$ cat src/rtl/usb_rx_phy.sv
// rtl/usb_rx_phy.sv - USB 1.x receive PHY: sync, clock recovery, NRZI decode, SYNC/EOP detect, unstuff
module usb_rx_phy #(
  parameter int CLKS_PER_BIT   = 4,
  parameter int FULL_SPEED     = 1,
  parameter int DATA_BIT_WIDTH = 8,
  parameter int RESET_CLKS     = 120
) (
  input  logic                      clk_i,
  input  logic                      rst_ni,
  input  logic                      usb_rx_dp_i,
  input  logic                      usb_rx_dm_i,
  output logic                      rx_active_o,
  output logic                      rx_valid_o,
  output logic [DATA_BIT_WIDTH-1:0] rx_data_o,
  output logic                      rx_eop_o,
  output logic                      rx_error_o,
  output logic                      sync_det_o,
  output logic [1:0]                line_state_o,
  output logic                      usb_reset_o
);

  localparam int PW = (CLKS_PER_BIT > 1) ? $clog2(CLKS_PER_BIT) : 1;
  localparam int BW = $clog2(DATA_BIT_WIDTH + 1);
  localparam int RW = $clog2(RESET_CLKS + 1);

  localparam logic [1:0] LS_J   = (FULL_SPEED != 0) ? 2'b10 : 2'b01;
  localparam logic [1:0] LS_K   = (FULL_SPEED != 0) ? 2'b01 : 2'b10;
  localparam logic [1:0] LS_SE0 = 2'b00;
  localparam logic [1:0] LS_SE1 = 2'b11;

  localparam logic [PW-1:0] PH_LAST   = PW'(CLKS_PER_BIT - 1);
  localparam logic [PW-1:0] PH_SAMPLE = PW'(CLKS_PER_BIT / 2);
  localparam logic [BW-1:0] BIT_LAST  = BW'(DATA_BIT_WIDTH - 1);
  localparam logic [RW-1:0] RST_LAST  = RW'(RESET_CLKS - 1);
  localparam logic [RW-1:0] RST_MAX   = RW'(RESET_CLKS);

  typedef enum logic [2:0] {
    S_IDLE,
    S_SYNC,
    S_DATA,
    S_EOP,
    S_ERR
  } state_t;

  logic [1:0]                meta_q;
  logic [1:0]                sync_q;
  logic [1:0]                prev_ls_q;
  logic [PW-1:0]             phase_q;
  logic [PW-1:0]             phase_d;
  logic                      sample_stb;
  logic [RW-1:0]             se0_cnt_q;
  logic                      usb_reset_q;

  state_t                    state_q;
  logic [2:0]                sync_cnt_q;
  logic [2:0]                ones_q;
  logic [BW-1:0]             bit_cnt_q;
  logic                      prev_k_q;
  logic                      se0_more_q;
  logic                      idle_j_q;
  logic [DATA_BIT_WIDTH-1:0] data_q;
  logic                      active_q;
  logic                      valid_q;
  logic                      eop_q;
  logic                      err_q;
  logic                      sync_det_q;

  logic                      cur_j;
  logic                      cur_k;
  logic                      dec_bit;

  // Two-flop synchroniser per pad, plus one more stage to spot line transitions
  always_ff @(posedge clk_i) begin
    if (!rst_ni) begin
      meta_q    <= 2'b00;
      sync_q    <= 2'b00;
      prev_ls_q <= 2'b00;
    end else begin
      meta_q    <= {usb_rx_dp_i, usb_rx_dm_i};
      sync_q    <= meta_q;
      prev_ls_q <= sync_q;
    end
  end

  // Phase counter restarts on each transition so the sample lands mid-bit despite jitter
  always_comb begin
    phase_d = phase_q + 1'b1;
    if ((sync_q != prev_ls_q) || (phase_q == PH_LAST)) begin
      phase_d = '0;
    end
    sample_stb = (phase_d == PH_SAMPLE);
  end

  // Register the recovered phase
  always_ff @(posedge clk_i) begin
    if (!rst_ni) begin
      phase_q <= '0;
    end else begin
      phase_q <= phase_d;
    end
  end

  // Bus reset: count SE0 clocks, saturating, independent of the packet FSM
  always_ff @(posedge clk_i) begin
    if (!rst_ni) begin
      se0_cnt_q   <= '0;
      usb_reset_q <= 1'b0;
    end else if (sync_q == LS_SE0) begin
      if (se0_cnt_q != RST_MAX) begin
        se0_cnt_q <= se0_cnt_q + 1'b1;
      end
      if (se0_cnt_q >= RST_LAST) begin
        usb_reset_q <= 1'b1;
      end
    end else begin
      se0_cnt_q   <= '0;
      usb_reset_q <= 1'b0;
    end
  end

  assign cur_j   = (sync_q == LS_J);
  assign cur_k   = (sync_q == LS_K);
  // NRZI: no change between samples decodes as 1
  assign dec_bit = (cur_k == prev_k_q);

  // Packet FSM: SYNC match, unstuffing, word assembly, EOP and error handling
  always_ff @(posedge clk_i) begin
    if (!rst_ni) begin
      state_q    <= S_IDLE;
      sync_cnt_q <= '0;
      ones_q     <= '0;
      bit_cnt_q  <= '0;
      prev_k_q   <= 1'b0;
      se0_more_q <= 1'b0;
      idle_j_q   <= 1'b0;
      data_q     <= '0;
      active_q   <= 1'b0;
      valid_q    <= 1'b0;
      eop_q      <= 1'b0;
      err_q      <= 1'b0;
      sync_det_q <= 1'b0;
    end else begin
      valid_q    <= 1'b0;
      eop_q      <= 1'b0;
      err_q      <= 1'b0;
      sync_det_q <= 1'b0;
      if (sample_stb) begin
        case (state_q)
          S_IDLE: begin
            prev_k_q <= 1'b0;
            if (cur_k) begin
              state_q    <= S_SYNC;
              sync_cnt_q <= 3'd1;
              prev_k_q   <= 1'b1;
            end
          end
          S_SYNC: begin
            prev_k_q <= cur_k;
            if (!cur_j && !cur_k) begin
              state_q <= S_IDLE;
            end else if (sync_cnt_q != 3'd7) begin
              if (dec_bit) begin
                state_q <= S_IDLE;
              end else begin
                sync_cnt_q <= sync_cnt_q + 3'd1;
              end
            end else if (dec_bit) begin
              state_q    <= S_DATA;
              sync_det_q <= 1'b1;
              active_q   <= 1'b1;
              ones_q     <= 3'd1;
              bit_cnt_q  <= '0;
            end else begin
              state_q <= S_IDLE;
            end
          end
          S_DATA: begin
            if (sync_q == LS_SE0) begin
              state_q    <= S_EOP;
              se0_more_q <= 1'b0;
            end else if (sync_q == LS_SE1) begin
              state_q  <= S_ERR;
              err_q    <= 1'b1;
              active_q <= 1'b0;
              idle_j_q <= 1'b0;
            end else begin
              prev_k_q <= cur_k;
              if (ones_q == 3'd6) begin
                if (dec_bit) begin
                  state_q  <= S_ERR;
                  err_q    <= 1'b1;
                  active_q <= 1'b0;
                  idle_j_q <= 1'b0;
                end else begin
                  ones_q <= '0;
                end
              end else begin
                ones_q <= dec_bit ? ones_q + 3'd1 : 3'd0;
                data_q <= DATA_BIT_WIDTH'({dec_bit, data_q} >> 1);
                if (bit_cnt_q == BIT_LAST) begin
                  bit_cnt_q <= '0;
                  valid_q   <= 1'b1;
                end else begin
                  bit_cnt_q <= bit_cnt_q + 1'b1;
                end
              end
            end
          end
          S_EOP: begin
            if (sync_q == LS_SE0) begin
              se0_more_q <= 1'b1;
            end else if (cur_j && se0_more_q) begin
              eop_q    <= 1'b1;
              err_q    <= (bit_cnt_q != '0);
              active_q <= 1'b0;
              prev_k_q <= 1'b0;
              state_q  <= S_IDLE;
            end else begin
              state_q  <= S_ERR;
              err_q    <= 1'b1;
              active_q <= 1'b0;
              idle_j_q <= 1'b0;
            end
          end
          S_ERR: begin
            if (cur_j) begin
              idle_j_q <= 1'b1;
              if (idle_j_q) begin
                state_q  <= S_IDLE;
                prev_k_q <= 1'b0;
              end
            end else begin
              idle_j_q <= 1'b0;
            end
          end
          default: begin
            state_q <= S_IDLE;
          end
        endcase
      end
    end
  end

  assign rx_active_o  = active_q;
  assign rx_valid_o   = valid_q;
  assign rx_data_o    = data_q;
  assign rx_eop_o     = eop_q;
  assign rx_error_o   = err_q;
  assign sync_det_o   = sync_det_q;
  assign line_state_o = sync_q;
  assign usb_reset_o  = usb_reset_q;

endmodule

$ cat config.mk
export PLATFORM = sky130hd
export DESIGN_NAME = usb_rx_phy
export DESIGN_NICKNAME = d
export VERILOG_FILES = /design/src/rtl/usb_rx_phy.sv
export SDC_FILE = /design/constraint.sdc
export NUM_CORES = 1
export LEC_CHECK = 0
export ABC_AREA = 1
export BUFFER_PORTS_ARGS = -buffer_cell sky130_fd_sc_hd__buf_2
export CORE_MARGIN = 3
export CORE_UTILIZATION = 64
export CTS_CLUSTER_SIZE = 14
export DETAILED_ROUTE_END_ITERATION = 8
export PLACE_DENSITY = 0.84
export SYNTH_ARGS = -nofsm -noshare
export SYNTH_HDL_FRONTEND = slang
export SYNTH_SLANG_ARGS = --single-unit
$ cat constraint.sdc
create_clock -name clk_i -period 5.17 [get_ports clk_i]
set_clock_uncertainty 0.05 [all_clocks]
set_input_delay 0.2585 -clock clk_i [delete_from_list [all_inputs] [get_ports clk_i]]
set_output_delay 0.2585 -clock clk_i [all_outputs]
set_load 0.02 [all_outputs]
# Word level (Yosys, flattened, before mapping)
# Cells that the tools add are included.
[word_totals]
out_inout_bits = 16
inputBits = 4
wordCells = 167
ff_bits = 45
[classes]
bitwise = 8
order_cmp = 1
add_sub_neg = 5
reduce_logical = 28
muxes = 69
eq_ne = 37
[ops]
columns = ["cell", "n"]
rows = [
  ["3-bit 2-to-1 mux", 23],
  ["2-bit != test, second input constant", 16],
  ["8-bit AND reduction", 4],
  ["1-bit 2-to-1 mux", 28],
  ["4-bit 2-to-1 mux", 7],
  ["3-bit case mux with 5 select lines", 1],
  ["3-bit != test, second input constant", 4],
  ["4-bit != test, second input constant", 3],
  ["3-bit case mux with 2 select lines", 2],
  ["9-bit AND reduction", 1],
  ["2-bit equality test, second input constant", 4],
  ["1-bit inverter", 8],
  ["4-bit case mux with 2 select lines", 1],
  ["7-bit by 1-bit adder with 7-bit output, second input constant", 1],
  ["7-bit greater-or-equal comparator, second input constant", 1],
  ["7-bit != test, second input constant", 1],
  ["7-bit AND reduction", 1],
  ["3-bit by 1-bit adder with 3-bit output, second input constant", 2],
  ["3-bit by 2-bit equality test with 1-bit output, second input constant", 2],
  ["3-bit equality test, second input constant", 2],
  ["1-bit case mux with 3 select lines", 2],
  ["6-bit AND reduction", 1],
  ["2-bit nonzero test", 3],
  ["3-bit nonzero test", 2],
  ["other kinds (23)", 28],
]

# Longest topological paths before layout
# Gate-level depths: netlist of the first run.
[depth]
ltp_word = 7
depth_mapped = 12
ltp_nobuf = 12

# Least setup slack after synthesis of the first run
# OpenSTA, ideal clock, no wires.
[synth_path]
kind = "register to register"
startpoint = "register sync_q[0], in the netlist line_state_o[0]"
endpoint = "register data_q[6], in the netlist rx_data_o[6]"
stages_incl_launch_ff = 12
t_required_ps = 5004
setup_time_ps = 116
path_slack_ps = 3344
t_arrival_ps = 1660
cell_sequence = "dfxtp_1 > inv_2 > ha_1 > clkbuf_1 > inv_1 > nand2_2 > inv_2 > nand3_2 > nor2_4 > inv_2 > nor2_1 > nor2_1"
[synth_between]
elab_chain_cells = 5
[synth_lines]
columns = ["item", "line", "rtl"]
rows = [
  ["from (decl)", "46", "logic [1:0] sync_q;"],
  ["from (signal assigned)", "80", "sync_q <= meta_q;"],
  ["2-bit != test", "88", "if ((sync_q != prev_ls_q) || (phase_q == PH_LAST)) begin"],
  ["1-bit logical OR", "88", ""],
  ["2-bit 2-to-1 mux", "88", ""],
  ["2-bit equality test", "91", "sample_stb = (phase_d == PH_SAMPLE);"],
  ["5-bit AND reduction (no line) *", "-", ""],
  ["to (signal assigned)", "199", "data_q <= DATA_BIT_WIDTH'({dec_bit, data_q} >> 1);"],
  ["to (decl)", "61", "logic [DATA_BIT_WIDTH-1:0] data_q;"],
]
# Every way passes the cells marked *; elsewhere a longest branch is shown, timed or not.
# A chain may end at the register's enable or synchronous reset.

# Worst setup path after layout of the first run
[layout_path]
startpoint = "register sync_q[0], in the netlist line_state_o[0]"
endpoint = "register bit_cnt_q[3]"
[layout_between]
elab_chain_cells = 5
[layout_lines]
columns = ["item", "line", "rtl"]
rows = [
  ["2-bit != test (tied with other cells)", "88", ""],
  ["1-bit logical OR or 1-bit zero test (tied branches)", "88, 159", ""],
  ["2-bit 2-to-1 mux or 1-bit logical AND (tied branches)", "88, 159", ""],
  ["2-bit equality test or 2-bit != test (tied branches)", "-", ""],
  ["8-bit AND reduction (no line) *", "-", ""],
  ["to (signal assigned)", "204", "bit_cnt_q <= bit_cnt_q + 1'b1;"],
  ["to (decl)", "57", "logic [BW-1:0] bit_cnt_q;"],
]
# Marks and branches as above.

==> run_results.csv, run 1 <==
group,metric,value,unit
outcome,status,"complete, no violations",
logic_synthesis,synth_ff_type,"dfxtp_1",
finish,final_common_cell,"nand2_1",
drt,wire_per_inst,12.2,um
floorplan,initial_core_util,69.9,%
finish,drive_gt1_share,15.0,%
drt,drt_wl_total,5.18,mm
logic_synthesis,ys_async_sr_fraction,0,%
power_and_ir_drop,p_per_area,267,nW/um2
finish,area_growth,11.0,%
logic_synthesis,synth_edf_count,0,
grt,grt_pass1_wl,9.39,mm
run,drv_cap,0,
place,place_hpwl,3.83,mm
place,place.port_buffers,19,
logic_synthesis,postSynthCellCount,356,
logic_synthesis,synth_nets,375,
cts,cts.sinks,45,
setup_path,cp.arrival,2.12,ns
logic_synthesis,synth-seq-cells,45,
setup_path,critPathKind,"reg2reg",
timing,setup_viol_count_final,0,
drt,viasPerCell,5.29,
logic_synthesis,postSynthAreaPerCell,6.86,um2
drt,dr.pass1.iters,4,
drt,drtIter0Drc,230,
cts,cts_buffers,5,
place,globalplace.congestion,0.929,
setup_path,startpoint_type,"flop",
timing,setup-tns-final,0,ns
cts,cts_setup_buffers,0,
cts,clock_latency,0.29,ns
finish,multiInputGateArea,1310,um2
floorplan,core,3490,um2
timing,period_minus_slack,1.93,ns
setup_path,cp_data_required_time,5.36,ns
grt,grt_pass1_vias,2126,
power_and_ir_drop,p_leak,1.33,nW
finish,fillers,265,
setup_path,crit_top_cell,"nand2_1",
finish,seqCellArea,901,um2
finish,final_cells,425,
cts,htreeDepth,2,
setup_path,cp_top_family,"simple AND/OR/NAND/NOR gates",
timing,max_slew_margin,63.3,%
grt,grtUsageMet3,4.33,%
grt,top_usage_layer,"met2",
place,placed_area,2580,um2
logic_synthesis,yosysTopAreaCell,"dfxtp_1",
floorplan,die-width,67.8,um
setup_path,slowest_delay,0.47,ns
grt,grtUsageTotal,26.6,%
finish,design_area,2710,um2
drt,drc,0,
floorplan,die_area,4600,um2
grt,grt_use_met1,35.2,%
timing,fin_crit_sh,37.3,%
logic_synthesis,synth_cell_types,30,
setup_path,critPathCaptureType,"flop",
cts,cts_hold_buf,0,
cts,clock-root-buffer,"clkbuf_8",
setup_path,cpMaxStageDelayCell,"dfxtp_1",
logic_synthesis,seq_area_frac_synth,36.9,%
finish,layout_common_cells,"76 x nand2_1, 58 x nor2_1, 49 x inv_1, 45 x dfxtp_1, 23 x nand3_1",
grt,met2_usage,44.1,%
cts,cts.path.max_buffers,2,
timing,report.final.slew_viol_count,0,
setup_path,worstPathCellList,"inv_2, ha_1, o21ai_0, nand2_1, nor2_4, nand3_1, nand2_1, inv_1, nor2_1",
cts,cts_resized,0,
power_and_ir_drop,ir_worst_vdd,0.194,mV
grt,overflow,0,
min_path,hp-class,"in2reg",
logic_synthesis,synth_top_area_share,36.9,%
floorplan,fp-row-count,21,
drt,ant_nets,0,
floorplan,io_pins,20,
grt,antenna_found_initial,0,
finish,finalNetCount,397,
finish,antenna_cells,0,
floorplan,die-height,67.8,um
setup_path,cp_max_fo,10,
drt,vias,2248,
grt,grt_max_degree,33,
logic_synthesis,yosys_warnings,0,
timing,rsz0062_at_grt,"no",
timing,tightest_slew,0.551,ns
place,post-place-cells,417,
timing,max_freq,0.518,GHz
cts,tritoncts,"built",
setup_path,path_buf_inv,2,
logic_synthesis,netlist_area,2440,um2
cts,clkTransAtPathRegs,0.08,ns
logic_synthesis,synth_area_leaders,"dfxtp_1 37%, nand2_1 12%, nor2_1 8.9%, ha_1 7.7%, inv_1 7.5%",
timing,hold_viol_final,0,
## final timing paths
| check | cells after the start | startpoint | end | slack (ns) |
|---|---|---|---|---|
| hold / removal | 3 | usb_rx_dm_i | meta_q[0]$_SDFF_PN0_ | 0.1 |
| setup / recovery | 9 | line_state_o[0]$_SDFF_PN0_ | bit_cnt_q[3]$_SDFFE_PN0P_ | 3.24 |
| hold reg to reg | 2 | meta_q[1]$_SDFF_PN0_ | line_state_o[1]$_SDFF_PN0_ | 0.37 |
| setup reg to reg | 9 | line_state_o[0]$_SDFF_PN0_ | bit_cnt_q[3]$_SDFFE_PN0P_ | 3.24 |
## per-layer routing
layer | up-vias | share of wire, %
met3 | 12 | 4.4
met2 | 58 | 48
met4 | 0 | 1.8
met1 | 1019 | 46
li1 | 1159 | -
met5 | - | 0
## through the flow
stage	util (%)	setup slack, ns	hold WS [ns]	power (mW)
2_1_floorplan	-	3.34	0.306	0.408
3_5_place_dp	73.8	3.29	0.356	0.420
5_1_grt	77.6	3.03	0.105	0.754
3_3_place_gp	73.8	3.33	0.342	0.419
4_1_cts	77.6	3.27	0.0944	0.725
6_report	77.6	3.24	0.0954	0.724
## cell usage after synthesis, drive strengths merged, types with 2 or more instances
cell    number
nand2       82
nor2        69
inv         56
dfxtp       45
nand3       25
a21oi       18
o21ai       18
ha          15
nor3         9
nand4        4
clkbuf       3
or2          3
nor3b        2
## worst register-to-register path, stage by stage, from the launching register on
cell	delay, ns
dfxtp_1	0.47
inv_2	0.09
ha_1	0.33
o21ai_0	0.31
nand2_1	0.15
nor2_4	0.16
nand3_1	0.10
nand2_1	0.09
inv_1	0.05
nor2_1	0.07
## kinds of logic after synthesis
kind of cell | share of synthesized area [%]
flip-flops | 36.9
buffers and inverters | 9.37
AO/OA/AOI/OAI | 8.55
XOR/XNOR | 0.358
adder cells (fa/ha/maj) | 7.68
AND/OR/NAND/NOR | 37.2
## final cells by class
| cell class | count | area share, % |
|---|---|---|
| flip-flops and latches | 45 | 33.2 |
| clock inverters | 3 | 2.40 |
| multi-input cells | 251 | 48.5 |
| repair buffers | 19 | 3.51 |
| clock buffers | 5 | 2.54 |
| well taps | 46 | 2.12 |
| inverters | 56 | 7.75 |
## state kept, by name, summed over array words and instances, names as in the netlist, 2 cells and up
name and flops:
rx_data_o 8, se0_cnt_q 7, bit_cnt_q 4, ones_q 3, state_q 3, sync_cnt_q 3, line_state_o 2, meta_q 2
phase_q 2, prev_ls_q 2
## report_power, final
part           internal [mW]  switching (mW)
logic                 0.0167          0.0380
registers              0.353         0.00605
clock network          0.192           0.119
total                  0.561           0.163
Note: power is estimated with default switching activity, not from simulation.
==> run 2: changes to the inputs <==
- CORE_UTILIZATION: 64 -> 53
- PLACE_DENSITY: 0.84 -> 0.75
- clock period: 5.17 -> 1.6 ns (I/O delays scaled with it)
==> run 2 against run 1 <==
Net effect:
- the flow now finishes with violations (setup timing)
- combinational power increased to 5.1 times the previous value
- first-iteration DRC count decreased by 29%
- register-to-register slack got worse by 3.3 ns
- cell area increased by 20%
- maximum frequency increased by 18%
- sequential power increased to 3.2 times the previous value
- critical endpoint is now state_q[0]$_SDFFE_PN0P_
- largest cell class unchanged
- largest power group unchanged
==> run_results.csv, run 2 (same netlist as run 1, synthesis figures left out) <==
group,metric,value,unit
cts,clkTransAtPathRegs,0.10,ns
setup_path,startpoint_type,"flop",
power_and_ir_drop,internal-power,1.57,mW
setup_path,r2r_cells,10,
cts,tritoncts,"built",
floorplan,die-width,73.9,um
timing,rsz0062_at_grt,"yes",
cts,cts_buffers,5,
drt,drtIter0Drc,163,
power_and_ir_drop,p_switching,0.627,mW
floorplan,die_area,5460,um2
power_and_ir_drop,p_sw_share,28.6,%
cts,cts.path.max_buffers,2,
power_and_ir_drop,combPwrFrac,12.7,%
min_path,hp-class,"in2reg",
min_path,hold_path_depth,3,
finish,finalNetCount,430,
setup_path,critPathCaptureType,"flop",
finish,area_growth,33.3,%
place,place_hpwl,4.01,mm
outcome,status,"finished, violations left",
grt,grt_pass1_vias,2157,
finish,layout_common_cells,"63 x nand2_1, 46 x nor2_1, 40 x inv_1, 35 x dfxtp_1, 25 x buf_4",
power_and_ir_drop,ir_worst_vdd,0.630,mV
drt,dr.pass1.iters,4,
floorplan,initial_core_util,55.4,%
finish,antenna_cells,0,
timing,timing.final.ws_setup,-0.0308,ns
place,globalplace.congestion,1.02,
power_and_ir_drop,p_per_area,674,nW/um2
grt,grt_max_degree,18,
cts,cts.sinks,45,
grt,antenna_found_initial,0,
grt,overflow,0,
setup_path,cp.arrival,1.84,ns
finish,seqCellArea,918,um2
timing,period_minus_slack,1.63,ns
setup_path,r2r_setup_slack,-0.03,ns
power_and_ir_drop,pwr-share-seq,53.0,%
finish,fillers,327,
floorplan,io_pins,20,
setup_path,cp_max_fo,7,
timing,report.final.slew_viol_count,0,
timing,setup-tns-final,-0.106,ns
outcome,violations,"setup timing",
drt,wire_per_inst,13.9,um
timing,fin_crit_sh,102,%
power_and_ir_drop,power,2.20,mW
cts,clock-root-buffer,"clkbuf_8",
setup_path,cp_data_required_time,1.81,ns
timing,setup_viol_count_final,5,
drt,drc,0,
finish,multiInputGateArea,1580,um2
place,place.port_buffers,19,
finish,largest_register_ffs,8,
grt,grtUsageTotal,21.3,%
drt,vias,2464,
cts,clock_latency,0.32,ns
timing,tightest_slew,0.292,ns
power_and_ir_drop,clkPwrFrac,34.3,%
grt,grt_pass1_wl,9.16,mm
run,drv_cap,0,
drt,drt_wl_total,6.45,mm
floorplan,die-height,73.9,um
setup_path,critPathKind,"reg2reg",
timing,max_freq,0.613,GHz
floorplan,fp-row-count,24,
finish,final_common_cell,"nand2_1",
drt,viasPerCell,5.31,
drt,ant_nets,0,
floorplan,core,4410,um2
cts,htreeDepth,2,
timing,max_slew_margin,80.4,%
finish,drive_gt1_share,36.9,%
timing,hold_viol_final,0,
power_and_ir_drop,p_leak,1.52,nW
[run 2: cell count changes in the layout (fill, tap and decap cells not counted), moves of 6 or more]
cell | previous run | this run
inv_2 | 7 | 14
dfxtp_1 | 45 | 35
nand2_1 | 76 | 63
nand2_4 | 1 | 8
dfxtp_2 | 0 | 8
nor2_2 | 6 | 13
inv_1 | 49 | 40
ha_1 | 15 | 8
nor2_1 | 58 | 46
nand2_2 | 5 | 11
buf_4 | 0 | 25
[run 2: through the flow]
step	hold slack [ns]	area [um2]	util [%]	setup slack, ns	instances
global route	0.0976	3260	73.8	-0.139	464
finish	0.0730	3260	73.8	-0.0308	464
global placement	0.213	2740	62.1	-0.00913	441
detailed placement	0.217	2740	62.1	-0.0421	441
floorplan	0.128	2450	-	-0.00482	356
CTS	0.0830	2960	67.0	-0.0103	456
[run 2: worst paths after layout]
kind,start,end
min reg2reg,meta_q[1]$_SDFF_PN0_,line_state_o[1]$_SDFF_PN0_
max reg2reg,line_state_o[0]$_SDFF_PN0_,state_q[0]$_SDFFE_PN0P_
max,line_state_o[0]$_SDFF_PN0_,state_q[0]$_SDFFE_PN0P_
min,rst_ni,state_q[1]$_SDFFE_PN0P_
[run 2: cell type report]
| type | count | share of cell area [%] |
|---|---|---|
| Clock inverter | 3 | 0.615 |
| Sequential cell | 45 | 28.2 |
| Timing Repair Buffer | 52 | 11.6 |
| Multi-Input combinational cell | 251 | 48.6 |
| Tap cell | 52 | 2.00 |
| Inverter | 56 | 6.84 |
| Clock buffer | 5 | 2.11 |
[run 2: critical path: stages, from the launching register on]
cell     delay, ns
dfxtp_4       0.43
buf_6         0.12
ha_4          0.13
inv_2         0.05
nand3_1       0.11
nand3_1       0.14
nor2_2        0.16
nand2_1       0.08
nor2_2        0.16
nor2_1        0.07
nor2_1        0.08
[run 2: power by group through the flow]
stage / clock [mW] / sequential (mW) / combinational [mW]
2_1_floorplan: 0 / 1.18 / 0.135
3_3_place_gp: 0 / 1.18 / 0.200
3_5_place_dp: 0 / 1.18 / 0.205
4_1_cts: 0.751 / 1.16 / 0.230
5_1_grt: 0.808 / 1.17 / 0.305
6_report: 0.754 / 1.16 / 0.278
[run 2: timing repair]
item | 4_1_cts | 5_1_grt
hold buffers | 2 | 0
buffers inserted | 5 | 8
endpoints found under the setup margin | 18 | 26
resized for setup | 19 | 74
endpoints found under the hold margin | 2 | 0
cloned | 0 | 0
pin swaps | 8 | 29
[run 2: routing by layer]
metal	track usage, %	vias up	part of all wire [%]
met4	7.85	0	3.4
met1	25.6	1149	40
li1	-	1225	-
met2	36.5	68	52
met3	5.47	22	4.1
met5	0	-	0
